## src/rtl/pipeline_hazard_ctrl_pkg.sv

```systemverilog
// Shared types and constants for the pipeline freeze/flush sequencer.
package pipeline_hazard_ctrl_pkg;

  localparam int unsigned REG_W = 4;
  localparam logic [REG_W-1:0] R0 = '0;

  typedef enum logic [1:0] {
    ST_RUN    = 2'b00,
    ST_DSTALL = 2'b01,
    ST_HALTED = 2'b10
  } state_e;

  typedef struct packed {
    logic pc_freeze;
    logic pc_src;
    logic if_id_freeze;
    logic if_id_flush;
    logic id_ex_freeze;
    logic id_ex_flush;
    logic ex_mem_freeze;
    logic mem_wb_freeze;
    logic icache_abort;
    logic hlt;
  } ctrl_t;

  // PC and every stage register held; no flushes, no redirect.
  function automatic ctrl_t freeze_all();
    ctrl_t c;
    c               = '0;
    c.pc_freeze     = 1'b1;
    c.if_id_freeze  = 1'b1;
    c.id_ex_freeze  = 1'b1;
    c.ex_mem_freeze = 1'b1;
    c.mem_wb_freeze = 1'b1;
    return c;
  endfunction

endpackage

```

## src/rtl/pipeline_hazard_ctrl_if.sv

```systemverilog
// Hazard inputs, stage control outputs and performance counters of the sequencer.
interface pipeline_hazard_ctrl_if #(
  parameter int unsigned CNT_W = 16
);
  import pipeline_hazard_ctrl_pkg::*;

  logic             id_ex_memread;
  logic [REG_W-1:0] id_ex_rd;
  logic [REG_W-1:0] if_id_rs;
  logic [REG_W-1:0] if_id_rt;
  logic             if_id_uses_rt;
  logic             branch_taken;
  logic             icache_miss;
  logic             dcache_miss;
  logic             wb_halt;

  logic             pc_freeze;
  logic             pc_src;
  logic             if_id_freeze;
  logic             if_id_flush;
  logic             id_ex_freeze;
  logic             id_ex_flush;
  logic             ex_mem_freeze;
  logic             mem_wb_freeze;
  logic             icache_abort;
  logic             hlt;
  logic [CNT_W-1:0] stall_cnt;
  logic [CNT_W-1:0] flush_cnt;

  // Controller side.
  modport master (
    input  id_ex_memread, id_ex_rd, if_id_rs, if_id_rt, if_id_uses_rt,
           branch_taken, icache_miss, dcache_miss, wb_halt,
    output pc_freeze, pc_src, if_id_freeze, if_id_flush, id_ex_freeze,
           id_ex_flush, ex_mem_freeze, mem_wb_freeze, icache_abort, hlt,
           stall_cnt, flush_cnt
  );

  // Pipeline side.
  modport slave (
    output id_ex_memread, id_ex_rd, if_id_rs, if_id_rt, if_id_uses_rt,
           branch_taken, icache_miss, dcache_miss, wb_halt,
    input  pc_freeze, pc_src, if_id_freeze, if_id_flush, id_ex_freeze,
           id_ex_flush, ex_mem_freeze, mem_wb_freeze, icache_abort, hlt,
           stall_cnt, flush_cnt
  );

endinterface

```

## src/rtl/pipeline_hazard_ctrl_sat_counter.sv

```systemverilog
// Saturating up-counter with synchronous clear.
module sat_counter #(
  parameter int unsigned CNT_W = 16
) (
  input  logic             clk,
  input  logic             rst,
  input  logic             inc,
  output logic [CNT_W-1:0] cnt
);

  logic [CNT_W-1:0] cnt_q;
  logic [CNT_W-1:0] cnt_d;

  always_comb begin
    cnt_d = cnt_q;
    if (inc && (cnt_q != {CNT_W{1'b1}})) begin
      cnt_d = cnt_q + CNT_W'(1);
    end
  end

  always_ff @(posedge clk) begin
    if (rst) begin
      cnt_q <= '0;
    end else begin
      cnt_q <= cnt_d;
    end
  end

  assign cnt = cnt_q;

endmodule

```

## src/rtl/pipeline_hazard_ctrl.sv

```systemverilog
// Central freeze/flush sequencer for the 5-stage pipeline; controls act in the same cycle.
module pipeline_hazard_ctrl
  import pipeline_hazard_ctrl_pkg::*;
#(
  parameter int unsigned CNT_W = 16
) (
  input  logic                   clk,
  input  logic                   rst,
  pipeline_hazard_ctrl_if.master hz
);

  state_e state_q;
  state_e state_d;
  ctrl_t  ctrl_c;
  logic   run_eval_c;
  logic   load_use_c;

  assign load_use_c = hz.id_ex_memread && (hz.id_ex_rd != R0) &&
                      ((hz.id_ex_rd == hz.if_id_rs) ||
                       (hz.if_id_uses_rt && (hz.id_ex_rd == hz.if_id_rt)));

  always_ff @(posedge clk) begin
    if (rst) begin
      state_q <= ST_RUN;
    end else begin
      state_q <= state_d;
    end
  end

  // DSTALL releases in the same cycle dcache_miss drops, then falls into RUN priority.
  always_comb begin
    ctrl_c     = '0;
    state_d    = state_q;
    run_eval_c = 1'b0;
    if (rst) begin
      state_d = ST_RUN;
    end else begin
      case (state_q)
        ST_HALTED: begin
          ctrl_c     = freeze_all();
          ctrl_c.hlt = 1'b1;
        end
        ST_DSTALL: begin
          if (hz.dcache_miss) begin
            ctrl_c = freeze_all();
          end else begin
            state_d    = ST_RUN;
            run_eval_c = 1'b1;
          end
        end
        default: run_eval_c = 1'b1;
      endcase

      if (run_eval_c) begin
        if (hz.wb_halt) begin
          ctrl_c  = freeze_all();
          state_d = ST_HALTED;
        end else if (hz.dcache_miss) begin
          ctrl_c  = freeze_all();
          state_d = ST_DSTALL;
        end else if (load_use_c) begin
          ctrl_c.pc_freeze    = 1'b1;
          ctrl_c.if_id_freeze = 1'b1;
          ctrl_c.id_ex_flush  = 1'b1;
        end else if (hz.branch_taken) begin
          ctrl_c.pc_src       = 1'b1;
          ctrl_c.if_id_flush  = 1'b1;
          ctrl_c.icache_abort = hz.icache_miss;
        end else if (hz.icache_miss) begin
          ctrl_c.pc_freeze   = 1'b1;
          ctrl_c.if_id_flush = 1'b1;
        end
      end
    end
  end

  assign hz.pc_freeze     = ctrl_c.pc_freeze;
  assign hz.pc_src        = ctrl_c.pc_src;
  assign hz.if_id_freeze  = ctrl_c.if_id_freeze;
  assign hz.if_id_flush   = ctrl_c.if_id_flush;
  assign hz.id_ex_freeze  = ctrl_c.id_ex_freeze;
  assign hz.id_ex_flush   = ctrl_c.id_ex_flush;
  assign hz.ex_mem_freeze = ctrl_c.ex_mem_freeze;
  assign hz.mem_wb_freeze = ctrl_c.mem_wb_freeze;
  assign hz.icache_abort  = ctrl_c.icache_abort;
  assign hz.hlt           = ctrl_c.hlt;

  sat_counter #(.CNT_W(CNT_W)) u_stall_cnt (
    .clk (clk),
    .rst (rst),
    .inc (ctrl_c.pc_freeze),
    .cnt (hz.stall_cnt)
  );

  // Every redirect is a taken-branch flush of IF_ID.
  sat_counter #(.CNT_W(CNT_W)) u_flush_cnt (
    .clk (clk),
    .rst (rst),
    .inc (ctrl_c.pc_src),
    .cnt (hz.flush_cnt)
  );

endmodule

```

## src/flat_wrapper.sv

```systemverilog
// flat-port wrapper written by rule: the top's interface ports become plain ports
module pipeline_hazard_ctrl_flat import pipeline_hazard_ctrl_pkg::*;
#(
  parameter int unsigned CNT_W = 16
)
  (clk, rst, hz_id_ex_memread, hz_id_ex_rd, hz_if_id_rs, hz_if_id_rt, hz_if_id_uses_rt, hz_branch_taken, hz_icache_miss, hz_dcache_miss, hz_wb_halt, hz_pc_freeze, hz_pc_src, hz_if_id_freeze, hz_if_id_flush, hz_id_ex_freeze, hz_id_ex_flush, hz_ex_mem_freeze, hz_mem_wb_freeze, hz_icache_abort, hz_hlt, hz_stall_cnt, hz_flush_cnt);
  pipeline_hazard_ctrl_if #(.CNT_W(CNT_W)) hz_i ();
  input  logic clk;
  input  logic rst;
  input wire logic [$bits(hz_i.id_ex_memread)-1:0] hz_id_ex_memread;
  input wire logic [$bits(hz_i.id_ex_rd)-1:0] hz_id_ex_rd;
  input wire logic [$bits(hz_i.if_id_rs)-1:0] hz_if_id_rs;
  input wire logic [$bits(hz_i.if_id_rt)-1:0] hz_if_id_rt;
  input wire logic [$bits(hz_i.if_id_uses_rt)-1:0] hz_if_id_uses_rt;
  input wire logic [$bits(hz_i.branch_taken)-1:0] hz_branch_taken;
  input wire logic [$bits(hz_i.icache_miss)-1:0] hz_icache_miss;
  input wire logic [$bits(hz_i.dcache_miss)-1:0] hz_dcache_miss;
  input wire logic [$bits(hz_i.wb_halt)-1:0] hz_wb_halt;
  output wire logic [$bits(hz_i.pc_freeze)-1:0] hz_pc_freeze;
  output wire logic [$bits(hz_i.pc_src)-1:0] hz_pc_src;
  output wire logic [$bits(hz_i.if_id_freeze)-1:0] hz_if_id_freeze;
  output wire logic [$bits(hz_i.if_id_flush)-1:0] hz_if_id_flush;
  output wire logic [$bits(hz_i.id_ex_freeze)-1:0] hz_id_ex_freeze;
  output wire logic [$bits(hz_i.id_ex_flush)-1:0] hz_id_ex_flush;
  output wire logic [$bits(hz_i.ex_mem_freeze)-1:0] hz_ex_mem_freeze;
  output wire logic [$bits(hz_i.mem_wb_freeze)-1:0] hz_mem_wb_freeze;
  output wire logic [$bits(hz_i.icache_abort)-1:0] hz_icache_abort;
  output wire logic [$bits(hz_i.hlt)-1:0] hz_hlt;
  output wire logic [$bits(hz_i.stall_cnt)-1:0] hz_stall_cnt;
  output wire logic [$bits(hz_i.flush_cnt)-1:0] hz_flush_cnt;
  assign hz_i.id_ex_memread = hz_id_ex_memread;
  assign hz_i.id_ex_rd = hz_id_ex_rd;
  assign hz_i.if_id_rs = hz_if_id_rs;
  assign hz_i.if_id_rt = hz_if_id_rt;
  assign hz_i.if_id_uses_rt = hz_if_id_uses_rt;
  assign hz_i.branch_taken = hz_branch_taken;
  assign hz_i.icache_miss = hz_icache_miss;
  assign hz_i.dcache_miss = hz_dcache_miss;
  assign hz_i.wb_halt = hz_wb_halt;
  assign hz_pc_freeze = hz_i.pc_freeze;
  assign hz_pc_src = hz_i.pc_src;
  assign hz_if_id_freeze = hz_i.if_id_freeze;
  assign hz_if_id_flush = hz_i.if_id_flush;
  assign hz_id_ex_freeze = hz_i.id_ex_freeze;
  assign hz_id_ex_flush = hz_i.id_ex_flush;
  assign hz_ex_mem_freeze = hz_i.ex_mem_freeze;
  assign hz_mem_wb_freeze = hz_i.mem_wb_freeze;
  assign hz_icache_abort = hz_i.icache_abort;
  assign hz_hlt = hz_i.hlt;
  assign hz_stall_cnt = hz_i.stall_cnt;
  assign hz_flush_cnt = hz_i.flush_cnt;
  pipeline_hazard_ctrl #(.CNT_W(CNT_W)) u_core (.clk(clk), .rst(rst), .hz(hz_i));
endmodule
```

## config.mk

```make
export PLATFORM = sky130hd
export DESIGN_NAME = pipeline_hazard_ctrl_flat
export DESIGN_NICKNAME = d
export VERILOG_FILES = /design/src/rtl/pipeline_hazard_ctrl_pkg.sv /design/src/rtl/pipeline_hazard_ctrl_if.sv /design/src/rtl/pipeline_hazard_ctrl_sat_counter.sv /design/src/rtl/pipeline_hazard_ctrl.sv /design/src/flat_wrapper.sv
export SDC_FILE = /design/constraint.sdc
export NUM_CORES = 1
export LEC_CHECK = 0
export CAP_MARGIN = 20
export CORE_MARGIN = 2
export CORE_UTILIZATION = 34
export CTS_CLUSTER_SIZE = 20
export DETAILED_ROUTE_END_ITERATION = 6
export GPL_TIMING_DRIVEN = 0
export PLACE_DENSITY = 0.7
export SKIP_LAST_GASP = 1
export SLEW_MARGIN = 0
export SYNTH_ARGS = -nofsm -noshare
export SYNTH_HDL_FRONTEND = slang
export SYNTH_SLANG_ARGS = --single-unit
```

## constraint.sdc

```tcl
create_clock -name clk -period 2.3 [get_ports clk]
set_input_delay 0.345 -clock clk [delete_from_list [all_inputs] [get_ports clk]]
set_output_delay 0.345 -clock clk [all_outputs]
set_load 0.01 [all_outputs]
```

==> results of run 1 <==
==> synth_stat cells, drive strengths merged, types with 6 or more instances <==
master   n  area, um2
xor2    13        114
nand4   11       68.8
o21ai   10       50.0
inv     12       45.0
nand3   15       87.6
dfxtp   34        681
xnor2    9       78.8
buf      6       46.3
nand2    9       33.8
and3     9       61.3
or3      9       56.3
nor2    26       97.6
a21oi   15       75.1
==> flip-flops by register name, summed over array words and instances, names as in the netlist, named ones only <==
signal                  flops
u_core.u_flush_cnt.cnt     16
u_core.state_q              1
u_core.u_stall_cnt.cnt     16
==> per-layer routing <==
layer  up-vias  global-route usage (%)  wire [um]
li1        990                       -          -
met1       954                    21.1       2350
met2        65                    25.7       2590
met3         6                    3.85        320
met4         0                    4.83         57
met5         -                       0          0
==> final cells by class <==
| class | instances | area (um2) |
|---|---|---|
| Multi-Input combinational cell | 175 | 1270 |
| Sequential cell | 34 | 682 |
| Clock buffer | 6 | 82.6 |
| Clock inverter | 1 | 30.0 |
| Timing Repair Buffer | 70 | 674 |
| Buffer | 9 | 78.8 |
| Inverter | 12 | 45.0 |
| Fill cell | 511 | 2550 |
| Tap cell | 72 | 90.1 |
==> metrics by stage <==
| step | hold slack [ps] | std cells | setup slack [ps] | power, uW |
|---|---|---|---|---|
| 6_report | 506 | 379 | 17.6 | 1440 |
| 5_1_grt | 539 | 379 | -49.2 | 1500 |
| 4_1_cts | 508 | 376 | -26.5 | 1420 |
| 3_5_place_dp | 500 | 363 | -767 | 844 |
| 3_3_place_gp | 488 | 363 | -775 | 840 |
| 2_1_floorplan | 442 | 230 | 179 | 741 |
==> cell families (layout without fill, tap and decap cells) <==
| logic type | count (synthesis) | count (layout) | share of synthesized area [%] |
|---|---|---|---|
| AO/OA/AOI/OAI | 53 | 53 | 19.1 |
| XOR/XNOR | 22 | 22 | 9.94 |
| adder cells (fa/ha/maj) | 4 | 4 | 2.58 |
| buffers and inverters | 21 | 98 | 5.29 |
| flip-flops | 34 | 34 | 35.1 |
| multiplexers | 3 | 3 | 1.61 |
| AND/OR/NAND/NOR | 93 | 93 | 26.3 |
==> layout by cell type, fill, tap and decap left out, drive strengths merged, types with 2 or more instances in the layout <==
cell type      instances
buf                   18
o211ai                 2
a21boi                 2
nand3                 15
a211oi                 3
or3                    9
dlymetal6s2s           3
a311oi                 2
a21oi                 15
o41ai                  2
nor3b                  2
nand4                 11
nor2                  26
dlygate4sd2            6
and3                   9
o311ai                 4
clkdlybuf4s50         43
o31ai                  2
dfxtp                 34
a2111oi                2
clkdlybuf4s15          6
o21ai                 10
nor3                   5
inv                   12
ha                     4
xor2                  13
nand2                  9
clkbuf                 9
mux2i                  2
xnor2                  9
==> power by group through the flow <==
| stage | sequential [uW] | clock, uW | combinational [uW] |
|---|---|---|---|
| 3_3_place_gp | 621 | 0 | 218 |
| 3_5_place_dp | 622 | 0 | 222 |
| 6_report | 609 | 573 | 263 |
| 5_1_grt | 611 | 607 | 281 |
| 2_1_floorplan | 622 | 0 | 119 |
| 4_1_cts | 608 | 580 | 236 |
==> repair_timing <==
| action | in CTS | in global routing |
|---|---|---|
| pin swaps | 6 | 5 |
| setup buffers | 6 | 3 |
| setup endpoints to repair | 20 | 22 |
| cloned | 0 | 0 |
| resized for setup | 52 | 27 |
==> critical path, delay by kind of cell <==
kind / cells / cell delay [ps]
buffers and inverters: 4 / 770
AOI/OAI and AO/OA: 2 / 680
and+or+nand+nor: 1 / 140
==> worst paths after layout <==
check        depth (start not counted)                                     from                                      end  slack [ps]
max reg2reg                         11                                 register   u_core.u_stall_cnt.cnt[5]$_SDFFE_PP0P_          40
min                                  2  u_core.u_stall_cnt.cnt[10]$_SDFFE_PP0P_  u_core.u_stall_cnt.cnt[10]$_SDFFE_PP0P_         510
min reg2reg                          2  u_core.u_stall_cnt.cnt[10]$_SDFFE_PP0P_  u_core.u_stall_cnt.cnt[10]$_SDFFE_PP0P_         510
max                                  7                           hz_id_ex_rd[1]                          hz_icache_abort          20
==> flow_results.xml, run 1 <==
<?xml version="1.0" encoding="UTF-8"?>
<metrics>
  <group name="layout">
    <metric name="flow.area_growth_from_synthesis" unit="%">52.5</metric>
    <metric name="antennaDiodeCount" unit="">0</metric>
    <metric name="num-nets-final" unit="">331</metric>
    <metric name="design_area" unit="um2">2960</metric>
    <metric name="final_core_util" unit="%">53.7</metric>
    <metric name="drive_gt1_share" unit="%">19.2</metric>
  </group>
  <group name="worst_setup_path">
    <metric name="cell_by_cell_trace_of_the_critical_path" unit="">clkdlybuf4s15_1 -&gt; o41a_1 -&gt; buf_4 -&gt; a22oi_4 -&gt; buf_6 -&gt; and3_1 -&gt; clkdlybuf4s15_2</metric>
    <metric name="timing.critical_path.required" unit="ps">1960</metric>
    <metric name="critical_path.slowest_cell" unit="">sky130_fd_sc_hd__o41a_1</metric>
    <metric name="worst_path_max_fanout" unit="">5</metric>
    <metric name="arrival" unit="ps">1940</metric>
    <metric name="timing_worst_setup_path_type" unit="">input port to output pin</metric>
    <metric name="timing.critical_path.to_type" unit="">output pin</metric>
    <metric name="startpoint_type" unit="">input port</metric>
    <metric name="cp_slowest_stage_delay" unit="ps">470</metric>
  </group>
  <group name="pwr">
    <metric name="leakagePower" unit="uW">0.00109</metric>
    <metric name="power_frac_comb" unit="%">18.2</metric>
    <metric name="power.clock.fraction" unit="%">39.7</metric>
    <metric name="irDropWorstVdd" unit="mV">0.273</metric>
    <metric name="p_sw" unit="uW">369</metric>
    <metric name="power.density" unit="nW/um2">489</metric>
    <metric name="internal_power" unit="uW">1070</metric>
    <metric name="power_frac_seq" unit="%">42.1</metric>
    <metric name="swShare" unit="%">25.6</metric>
  </group>
  <group name="timing">
    <metric name="worst_pin_slew" unit="ps">766</metric>
    <metric name="rsz0062_at_grt" unit="">true</metric>
    <metric name="max_freq" unit="MHz">438</metric>
    <metric name="maxSlewHeadroom" unit="%">48.3</metric>
    <metric name="tns" unit="ps">0</metric>
    <metric name="finalSetupViolCount" unit="">0</metric>
    <metric name="layout_min_cycle_time" unit="ps">2280</metric>
    <metric name="report.final.slew_viol_count" unit="">0</metric>
    <metric name="finalHoldViolCount" unit="">0</metric>
    <metric name="timing.clock.skew" unit="ps">9.29</metric>
    <metric name="post-route-period-util" unit="%">99.2</metric>
  </group>
  <group name="synthesis">
    <metric name="mean_cell_area_of_the_mapped_netlist" unit="um2">8.43</metric>
    <metric name="postSynth.topFlopCell" unit="">sky130_fd_sc_hd__dfxtp_1</metric>
    <metric name="postSynthCellCount" unit="">230</metric>
    <metric name="synth_warnings" unit="">0</metric>
    <metric name="async_reset_ff_share" unit="%">0</metric>
    <metric name="ffs_latches_synth" unit="">34</metric>
    <metric name="synth_fp_nets" unit="">254</metric>
    <metric name="synth-edff-count" unit="">0</metric>
    <metric name="synth_cell_types" unit="">48</metric>
    <metric name="synth_seq_area_share" unit="%">35.1</metric>
    <metric name="syn_area" unit="um2">1940</metric>
  </group>
  <group name="placement">
    <metric name="placed_cell_area" unit="um2">2640</metric>
    <metric name="port-buffer-count" unit="">61</metric>
    <metric name="hpwl" unit="um">3700</metric>
    <metric name="gp_congestion" unit="">0.814</metric>
  </group>
  <group name="clocking">
    <metric name="clock_sinks" unit="">34</metric>
    <metric name="cts_tree" unit="">yes</metric>
    <metric name="htree_num_levels" unit="">2</metric>
    <metric name="post_cts_clock_slew_at_the_launch_and_capture_registers_of_the_worst_setup_and_hold_paths" unit="ps">80</metric>
    <metric name="cts-root-to-sink-buffers" unit="">2</metric>
    <metric name="hold_buffers" unit="">0</metric>
    <metric name="cts_inserted_buffers" unit="">5</metric>
    <metric name="clkLatencyLatePin" unit="ps">280</metric>
    <metric name="clock-root-buffer" unit="">sky130_fd_sc_hd__clkbuf_8</metric>
  </group>
  <group name="worst_hold_path">
    <metric name="holdCritPathClass" unit="">register to register</metric>
  </group>
  <group name="floorplanning">
    <metric name="die-height" unit="um">79.5</metric>
    <metric name="io_pins" unit="">62</metric>
    <metric name="rows" unit="">27</metric>
    <metric name="horizontal_die_dimension" unit="um">79.5</metric>
    <metric name="design.die.area" unit="um2">6320</metric>
    <metric name="initial_utilization" unit="%">35.2</metric>
    <metric name="core_area" unit="um2">5510</metric>
  </group>
  <group name="global_routing">
    <metric name="grt_remaining_overflow" unit="">0</metric>
    <metric name="first_global_vias" unit="">1760</metric>
    <metric name="grt_start_max_net_pins" unit="">11</metric>
    <metric name="grt_antenna_before_repair" unit="">0</metric>
    <metric name="grt_pass1_wl" unit="um">8160</metric>
    <metric name="groute.usage.overall" unit="%">16.0</metric>
  </group>
  <group name="detailed_routing">
    <metric name="ant_nets" unit="">0</metric>
    <metric name="avgRoutedWirePerCell" unit="um">14.0</metric>
    <metric name="wl" unit="um">5310</metric>
    <metric name="vias_per_cell" unit="">5.32</metric>
    <metric name="vias" unit="">2015</metric>
    <metric name="detail_route.drc_violations" unit="">0</metric>
    <metric name="drtPass1Iterations" unit="">4</metric>
    <metric name="drt_first_iter_violations" unit="">121</metric>
  </group>
  <group name="job">
    <metric name="max_cap_viol_count" unit="">0</metric>
  </group>
  <group name="status">
    <metric name="run_status" unit="">finished clean</metric>
  </group>
</metrics>
No activity file was read; power rests on OpenSTA's default activity.
==> run 2, diff against run 1 <==
--- a/config.mk
+++ b/config.mk
@@ -8,6 +8,7 @@
 export CAP_MARGIN = 20
 export CORE_MARGIN = 2
 export CORE_UTILIZATION = 34
+export CTS_CLUSTER_DIAMETER = 50
 export CTS_CLUSTER_SIZE = 20
 export DETAILED_ROUTE_END_ITERATION = 6
 export GPL_TIMING_DRIVEN = 0
==> results of run 2 <==
The final DEF is identical to that of run 1; final timing and power are the same.
